===== src/rtl/tilt_position_tracker_if.sv =====
// -----------------------------------------------------------------------------
// tilt_position_tracker_if
// Purpose : bundles the accelerometer sample stream and the position outputs
//           of tilt_position_tracker into one port.
// Signals : in_valid    - in_data valid this cycle (no backpressure)
//           in_data     - signed accelerometer sample, IN_W bits
//           pos_onehot  - one-hot board position, bit 0 = most negative tilt
//           pos_idx     - binary index of pos_onehot
//           pos_valid   - high once the first window has been mapped
//           pos_changed - one-cycle pulse when pos_idx changes
// Modports: master - sample source / position consumer (testbench, game logic)
//           slave  - the tracker itself
// -----------------------------------------------------------------------------
interface tilt_position_tracker_if #(
  parameter int IN_W  = 16,
  parameter int N_POS = 10,
  parameter int IDX_W = $clog2(N_POS)
);
  logic             in_valid;
  logic [IN_W-1:0]  in_data;
  logic [N_POS-1:0] pos_onehot;
  logic [IDX_W-1:0] pos_idx;
  logic             pos_valid;
  logic             pos_changed;

  modport master (
    output in_valid, in_data,
    input  pos_onehot, pos_idx, pos_valid, pos_changed
  );

  modport slave (
    input  in_valid, in_data,
    output pos_onehot, pos_idx, pos_valid, pos_changed
  );
endinterface


===== src/rtl/tilt_position_tracker.sv =====
// -----------------------------------------------------------------------------
// tilt_position_tracker
// Purpose : box-averages windows of 2^AVG_LOG2 signed accelerometer samples
//           and quantises each average into one of N_POS board positions,
//           with optional hysteresis against the current position.
// Ports   : clk   - system clock
//           reset - synchronous, active-high; discards partial windows and
//                   any in-flight result
//           bus   - tilt_position_tracker_if.slave (sample in, position out)
// Config  : define TILT_TRACK_HYST_EN to build the hysteresis comparison
//           (two extra mappers on avg-HYST / avg+HYST). Without it HYST is
//           ignored and every window result is taken directly.
// Pipeline: ACCUM (accumulator) -> MAP (avg and candidate registered) ->
//           UPD (outputs registered). Outputs change on the 2nd rising edge
//           after the edge that accepts a window's last sample. MAP/UPD
//           overlap with accumulation of the next window, so windows never
//           stall.
// -----------------------------------------------------------------------------
module tilt_position_tracker #(
  parameter int IN_W     = 16,
  parameter int N_POS    = 10,
  parameter int STEP     = 20,
  parameter int HYST     = 4,
  parameter int AVG_LOG2 = 2,
  parameter int IDX_W    = $clog2(N_POS)
) (
  input  logic                    clk,
  input  logic                    reset,
  tilt_position_tracker_if.slave  bus
);

  localparam int ACC_W = IN_W + AVG_LOG2;
  // Two guard bits so v +/- HYST and -(-2^(IN_W-1)) cannot overflow.
  localparam int EXT_W = IN_W + 2;
  // The counter keeps one bit even without averaging; it then stays at 0,
  // which is also the last-sample value, so every sample closes a window.
  localparam int CNT_W = (AVG_LOG2 > 0) ? AVG_LOG2 : 1;
  localparam int HALF  = N_POS / 2;

  localparam logic [CNT_W-1:0] CNT_LAST    = CNT_W'((1 << AVG_LOG2) - 1);
  localparam logic [EXT_W-1:0] STEP_E      = EXT_W'(STEP);
  localparam logic [EXT_W-1:0] K_LIM       = EXT_W'(HALF - 1);
  localparam logic [IDX_W-1:0] IDX_RST     = IDX_W'(HALF);
  localparam logic [N_POS-1:0] ONEHOT_LSB  = {{(N_POS-1){1'b0}}, 1'b1};
  localparam logic [N_POS-1:0] ONEHOT_RST  = ONEHOT_LSB << HALF;

  // Maps a value to a position index. Positive values use (v-1)/STEP so that
  // 1..STEP land in the first bin above centre and 0 joins it; negative values
  // use |v|/STEP so that -1..-(STEP-1) land just below centre.
  function automatic logic [IDX_W-1:0] map_pos(input logic signed [EXT_W-1:0] v);
    logic [EXT_W-1:0] mag;
    logic [EXT_W-1:0] k;
    logic [IDX_W-1:0] idx;
    if (v[EXT_W-1] == 1'b0) begin
      if (v == {EXT_W{1'b0}}) begin
        mag = {EXT_W{1'b0}};
      end else begin
        mag = $unsigned(v) - EXT_W'(1);
      end
      k = mag / STEP_E;
      if (k >= K_LIM) begin
        idx = IDX_W'(N_POS - 1);
      end else begin
        idx = IDX_W'(HALF) + k[IDX_W-1:0];
      end
    end else begin
      mag = $unsigned(-v);
      k   = mag / STEP_E;
      if (k >= K_LIM) begin
        idx = IDX_W'(0);
      end else begin
        idx = IDX_W'(HALF - 1) - k[IDX_W-1:0];
      end
    end
    return idx;
  endfunction

  // ACCUM stage
  logic signed [ACC_W-1:0] acc_q, acc_d;
  logic        [CNT_W-1:0] cnt_q, cnt_d;
  logic signed [ACC_W-1:0] sum_q, sum_d;
  logic                    sum_vld_q, sum_vld_d;
  logic signed [ACC_W-1:0] sample_ext_s;

  // MAP stage
  logic signed [IN_W-1:0]  avg_s;
  logic signed [EXT_W-1:0] avg_ext_s;
  logic        [IDX_W-1:0] cand_q, cand_d;
  logic                    map_vld_q, map_vld_d;
`ifdef TILT_TRACK_HYST_EN
  localparam logic signed [EXT_W-1:0] HYST_E = EXT_W'(HYST);
  logic        [IDX_W-1:0] cand_lo_q, cand_lo_d;  // map(avg - HYST)
  logic        [IDX_W-1:0] cand_hi_q, cand_hi_d;  // map(avg + HYST)
`endif

  // UPD stage
  logic [IDX_W-1:0] next_idx_s;
  logic [IDX_W-1:0] pos_idx_q, pos_idx_d;
  logic [N_POS-1:0] pos_onehot_q, pos_onehot_d;
  logic             pos_valid_q, pos_valid_d;
  logic             pos_changed_q, pos_changed_d;

  // Accumulate samples; on the window's last sample hand the full sum to MAP
  // and restart the accumulator in the same cycle.
  always_comb begin
    acc_d        = acc_q;
    cnt_d        = cnt_q;
    sum_d        = sum_q;
    sum_vld_d    = 1'b0;
    sample_ext_s = ACC_W'($signed(bus.in_data));
    if (bus.in_valid) begin
      if (cnt_q == CNT_LAST) begin
        sum_d     = acc_q + sample_ext_s;
        sum_vld_d = 1'b1;
        acc_d     = {ACC_W{1'b0}};
        cnt_d     = {CNT_W{1'b0}};
      end else begin
        acc_d = acc_q + sample_ext_s;
        cnt_d = cnt_q + CNT_W'(1);
      end
    end else begin
      acc_d = acc_q;
    end
  end

  // Average (arithmetic shift floors toward -inf) and map to candidate index.
  always_comb begin
    avg_s     = IN_W'(sum_q >>> AVG_LOG2);
    avg_ext_s = EXT_W'(avg_s);
    map_vld_d = sum_vld_q;
    if (sum_vld_q) begin
      cand_d = map_pos(avg_ext_s);
    end else begin
      cand_d = cand_q;
    end
`ifdef TILT_TRACK_HYST_EN
    if (sum_vld_q) begin
      cand_lo_d = map_pos(avg_ext_s - HYST_E);
      cand_hi_d = map_pos(avg_ext_s + HYST_E);
    end else begin
      cand_lo_d = cand_lo_q;
      cand_hi_d = cand_hi_q;
    end
`endif
  end

  // Decide the new position. The first result is always taken; with
  // hysteresis a move needs the margin-shifted average to agree.
  always_comb begin
    next_idx_s = pos_idx_q;
    if (map_vld_q) begin
      if (!pos_valid_q) begin
        next_idx_s = cand_q;
      end else begin
`ifdef TILT_TRACK_HYST_EN
        if ((cand_q > pos_idx_q) && (cand_lo_q > pos_idx_q)) begin
          next_idx_s = cand_q;
        end else if ((cand_q < pos_idx_q) && (cand_hi_q < pos_idx_q)) begin
          next_idx_s = cand_q;
        end else begin
          next_idx_s = pos_idx_q;
        end
`else
        next_idx_s = cand_q;
`endif
      end
    end else begin
      next_idx_s = pos_idx_q;
    end
    pos_idx_d     = next_idx_s;
    pos_onehot_d  = ONEHOT_LSB << next_idx_s;
    pos_valid_d   = pos_valid_q | map_vld_q;
    pos_changed_d = map_vld_q & (next_idx_s != pos_idx_q);
  end

  // Pipeline and output registers.
  always_ff @(posedge clk) begin
    if (reset) begin
      acc_q         <= {ACC_W{1'b0}};
      cnt_q         <= {CNT_W{1'b0}};
      sum_q         <= {ACC_W{1'b0}};
      sum_vld_q     <= 1'b0;
      cand_q        <= IDX_RST;
      map_vld_q     <= 1'b0;
`ifdef TILT_TRACK_HYST_EN
      cand_lo_q     <= IDX_RST;
      cand_hi_q     <= IDX_RST;
`endif
      pos_idx_q     <= IDX_RST;
      pos_onehot_q  <= ONEHOT_RST;
      pos_valid_q   <= 1'b0;
      pos_changed_q <= 1'b0;
    end else begin
      acc_q         <= acc_d;
      cnt_q         <= cnt_d;
      sum_q         <= sum_d;
      sum_vld_q     <= sum_vld_d;
      cand_q        <= cand_d;
      map_vld_q     <= map_vld_d;
`ifdef TILT_TRACK_HYST_EN
      cand_lo_q     <= cand_lo_d;
      cand_hi_q     <= cand_hi_d;
`endif
      pos_idx_q     <= pos_idx_d;
      pos_onehot_q  <= pos_onehot_d;
      pos_valid_q   <= pos_valid_d;
      pos_changed_q <= pos_changed_d;
    end
  end

  assign bus.pos_idx     = pos_idx_q;
  assign bus.pos_onehot  = pos_onehot_q;
  assign bus.pos_valid   = pos_valid_q;
  assign bus.pos_changed = pos_changed_q;

endmodule


===== src/flat_wrapper.sv =====
// flat-port wrapper written by rule: the top's interface ports become plain ports
module tilt_position_tracker_flat 
#(
  parameter int IN_W     = 16,
  parameter int N_POS    = 10,
  parameter int STEP     = 20,
  parameter int HYST     = 4,
  parameter int AVG_LOG2 = 2,
  parameter int IDX_W    = $clog2(N_POS)
)
  (clk, reset, bus_in_valid, bus_in_data, bus_pos_onehot, bus_pos_idx, bus_pos_valid, bus_pos_changed);
  tilt_position_tracker_if #(.IN_W(IN_W), .N_POS(N_POS), .IDX_W(IDX_W)) bus_i ();
  input  logic clk;
  input  logic reset;
  input wire logic [$bits(bus_i.in_valid)-1:0] bus_in_valid;
  input wire logic [$bits(bus_i.in_data)-1:0] bus_in_data;
  output wire logic [$bits(bus_i.pos_onehot)-1:0] bus_pos_onehot;
  output wire logic [$bits(bus_i.pos_idx)-1:0] bus_pos_idx;
  output wire logic [$bits(bus_i.pos_valid)-1:0] bus_pos_valid;
  output wire logic [$bits(bus_i.pos_changed)-1:0] bus_pos_changed;
  assign bus_i.in_valid = bus_in_valid;
  assign bus_i.in_data = bus_in_data;
  assign bus_pos_onehot = bus_i.pos_onehot;
  assign bus_pos_idx = bus_i.pos_idx;
  assign bus_pos_valid = bus_i.pos_valid;
  assign bus_pos_changed = bus_i.pos_changed;
  tilt_position_tracker #(.IN_W(IN_W), .N_POS(N_POS), .STEP(STEP), .HYST(HYST), .AVG_LOG2(AVG_LOG2), .IDX_W(IDX_W)) u_core (.clk(clk), .reset(reset), .bus(bus_i));
endmodule

===== config.mk =====
export PLATFORM = sky130hd
export DESIGN_NAME = tilt_position_tracker_flat
export DESIGN_NICKNAME = d
export VERILOG_FILES = /design/src/rtl/tilt_position_tracker_if.sv /design/src/rtl/tilt_position_tracker.sv /design/src/flat_wrapper.sv
export SDC_FILE = /design/constraint.sdc
export NUM_CORES = 1
export LEC_CHECK = 0
export CAP_MARGIN = 20
export CORE_AREA = 10 10 126 150
export CTS_CLUSTER_DIAMETER = 150
export DETAILED_ROUTE_END_ITERATION = 10
export DIE_AREA = 0 0 136 160
export PLACE_DENSITY_LB_ADDON = 0.25
export SLEW_MARGIN = 10
export SYNTH_ARGS = -nofsm -noshare
export SYNTH_HDL_FRONTEND = slang
export SYNTH_SLANG_ARGS = --single-unit

===== constraint.sdc =====
create_clock -name clk -period 13.2 [get_ports clk]
set_input_delay 1.32 -clock clk [delete_from_list [all_inputs] [get_ports clk]]
set_output_delay 1.32 -clock clk [all_outputs]
set_load 0.02 [all_outputs]

==> flow_summary.yaml <==
timing:
  worst_pin_slew_ns: 1.00
  maxSlewHeadroom: 0.333
  setup_tns_ns: 0
  finClkSkew_ns: 0.00377
  rsz0062_at_grt: "no"
  setup_slack_ns: 2.07
  fmax_mhz: 89.8
  min_period_ns: 11.13
  setup_viol: 0
  fin_crit_sh: 0.843
  finalHoldViolCount: 0
  slew_viol_final: 0
floorplanning:
  fp-row-count: 51
  die_y_um: 160
  io_pins: 35
  start_util: 0.487
  die_w_um: 136
  die_area_mm2: 0.0218
  core-area_mm2: 0.0160
logic_synthesis:
  yosys-top-cells-count: "nor2_1, nand2_1, a21oi_1"
  synth.top_cell.area_share: 0.149
  avgSynthCellArea_um2: 6.99
  synth_area_mm2: 0.00781
  ys_types: 102
  synth_nets: 1161
  syn_inst: 1116
  synth-edff-count: 0
  yosysTopAreaCell: "dfxtp_1"
  seq_area_frac_synth: 0.149
  synthFlopType: "dfxtp_1"
  synth-seq-cells: 58
  ys_top_cells_by_area: "dfxtp_1, nor2_1, xnor2_1, a21oi_1, nand2_1"
  yosys_warnings: 0
  async_reset_ff_frac: 0
  yosysMostFrequentCell: "nor2_1"
setup_path:
  crit_path_end_kind: "register"
  path_common_cell: "ha_1"
  crit_arrival_ns: 11.40
  cp-start-kind: "register"
  rr_worst_depth: 35
  cp_slowest_cell: "ha_1"
  worstSetupPathType: "reg -> reg"
  critPathRequiredTime_ns: 13.47
  path_max_fanout: 32
  slowest_delay_ns: 0.83
final_layout:
  diodes: 0
  area_growth_syn_to_layout_pct: 8.48
  nets: 1150
  drive_above_1_share: 0.0739
hold_path:
  hold_path.class: "reg -> reg"
  hold_depth: 2
status:
  status: "finished clean"
route:
  routed-via-count: 8470
  routed_wl_um: 22900
  ant_nets: 0
  wl_per_cell_um: 17.3
  via_per_inst: 6.41
  drcViolationCount: 0
  firstDrtPassIters: 6
  drt_iter0_markers: 650
clock_network:
  cts_max_level: 3
  cts-resized-gates: 0
  clk_latency_ns: 0.32
  clk_pin_slew_ns: 0.05
  numCtsBuffers: 9
  cts_buffer_depth: 2
  cts_num_sinks: 58
  cts-root-buf: "clkbuf_16"
  holdBufCountCts: 0
  cts_tree: "yes"
  postCtsSetupBuffers: 0
grt:
  grt_usage: 0.203
  grt_pass1_vias: 8064
  grt_max_degree: 44
  antenna_found_initial: 0
  grt-ovfl-total: 0
  grt_pass1_wl_um: 38000
place:
  port_buffers: 34
  gp_congestion: 0.987
  place_ws_ns: 2.24
  dp_hpwl_um: 17300
flow_run:
  cap_violations: 0
-- kinds of logic after synthesis --
kind of cell,synth area share
AOI/OAI and AO/OA,0.319
DFF,0.149
buffers and inverters,0.0545
and+or+nand+nor,0.306
adders and majority gates,0.0490
xor gates and xnor gates,0.0896
muxes,0.0332
-- worst max-delay path: cells and delay by family, from the launching register on --
kind                       cells  cell delay, ns
buffers and inverters          2            0.35
AOI/OAI and AO/OA             15            4.52
DFF                            1            0.37
muxes                          1            0.48
and+or+nand+nor               13            3.54
xor gates and xnor gates       1            0.28
adders and majority gates      3            1.52
-- final cells by class --
type                       instances  area, um2
timing repair buffer              41        390
clock buffer                      10        239
inverter                          38        148
fill                            1598       7550
tap                              212        265
clock inverter                     6       42.5
sequential                        58       1160
multi-input combinational        957       6220
-- registers in the layout (all words and copies together) (netlist names) --
name                    count
u_core.acc_q               18
u_core.bus.pos_changed      1
u_core.bus.pos_idx          4
u_core.bus.pos_onehot      10
u_core.bus.pos_valid        1
u_core.cand_q               4
u_core.cnt_q                2
u_core.map_vld_d            1
u_core.map_vld_q            1
u_core.sum_q               16
-- through the flow --
stage	util	cells	hold slack [ns]	cell area, um2
floorplan	-	1116	0.465	7810
global placement	0.511	1305	0.456	8180
detailed placement	0.511	1305	0.456	8180
CTS	0.528	1321	0.473	8460
global route	0.529	1322	0.499	8470
finish	0.529	1322	0.473	8470
-- layout by cell type, fill, tap and decap left out, types with 6 or more instances in the layout --
| cell | instances |
|---|---|
| a211oi_1 | 22 |
| a21o_1 | 12 |
| a21oi_1 | 89 |
| a221oi_1 | 6 |
| a31oi_1 | 20 |
| and2_1 | 7 |
| and3_1 | 8 |
| buf_4 | 6 |
| clkbuf_16 | 9 |
| clkdlybuf4s50_1 | 34 |
| dfxtp_1 | 58 |
| ha_1 | 25 |
| inv_1 | 37 |
| mux2_2 | 6 |
| mux2i_1 | 18 |
| nand2_1 | 115 |
| nand3_1 | 44 |
| nand4_1 | 21 |
| nor2_1 | 128 |
| nor2b_1 | 21 |
| nor3_1 | 41 |
| nor4_1 | 15 |
| o2111ai_1 | 8 |
| o211ai_1 | 16 |
| o21a_1 | 7 |
| o21ai_0 | 44 |
| o21ai_1 | 9 |
| o21bai_1 | 8 |
| o311ai_0 | 7 |
| o31ai_1 | 12 |
| or2_2 | 11 |
| or3_1 | 10 |
| or4_1 | 10 |
| xnor2_1 | 51 |
| xor2_1 | 27 |
-- worst paths after layout --
check,startpoint,end,slack [ns]
max,u_core.sum_q[4],u_core.cand_q[2],2.07
min,u_core.bus.pos_valid,u_core.bus.pos_valid,0.47
max reg2reg,u_core.sum_q[4],u_core.cand_q[2],2.07
min reg2reg,u_core.bus.pos_valid,u_core.bus.pos_valid,0.47
-- metal layers --
metal	global-route usage	vias to the layer above	part of all wire
li1	-	4172	-
met1	0.234	3910	0.42
met2	0.352	301	0.49
met3	0.0251	87	0.049
met4	0.111	0	0.046
met5	0	-	0
Power is left out: the tool's default activity adds up to more than one toggle a clock period on the data nets, which glitch-free logic cannot reach.
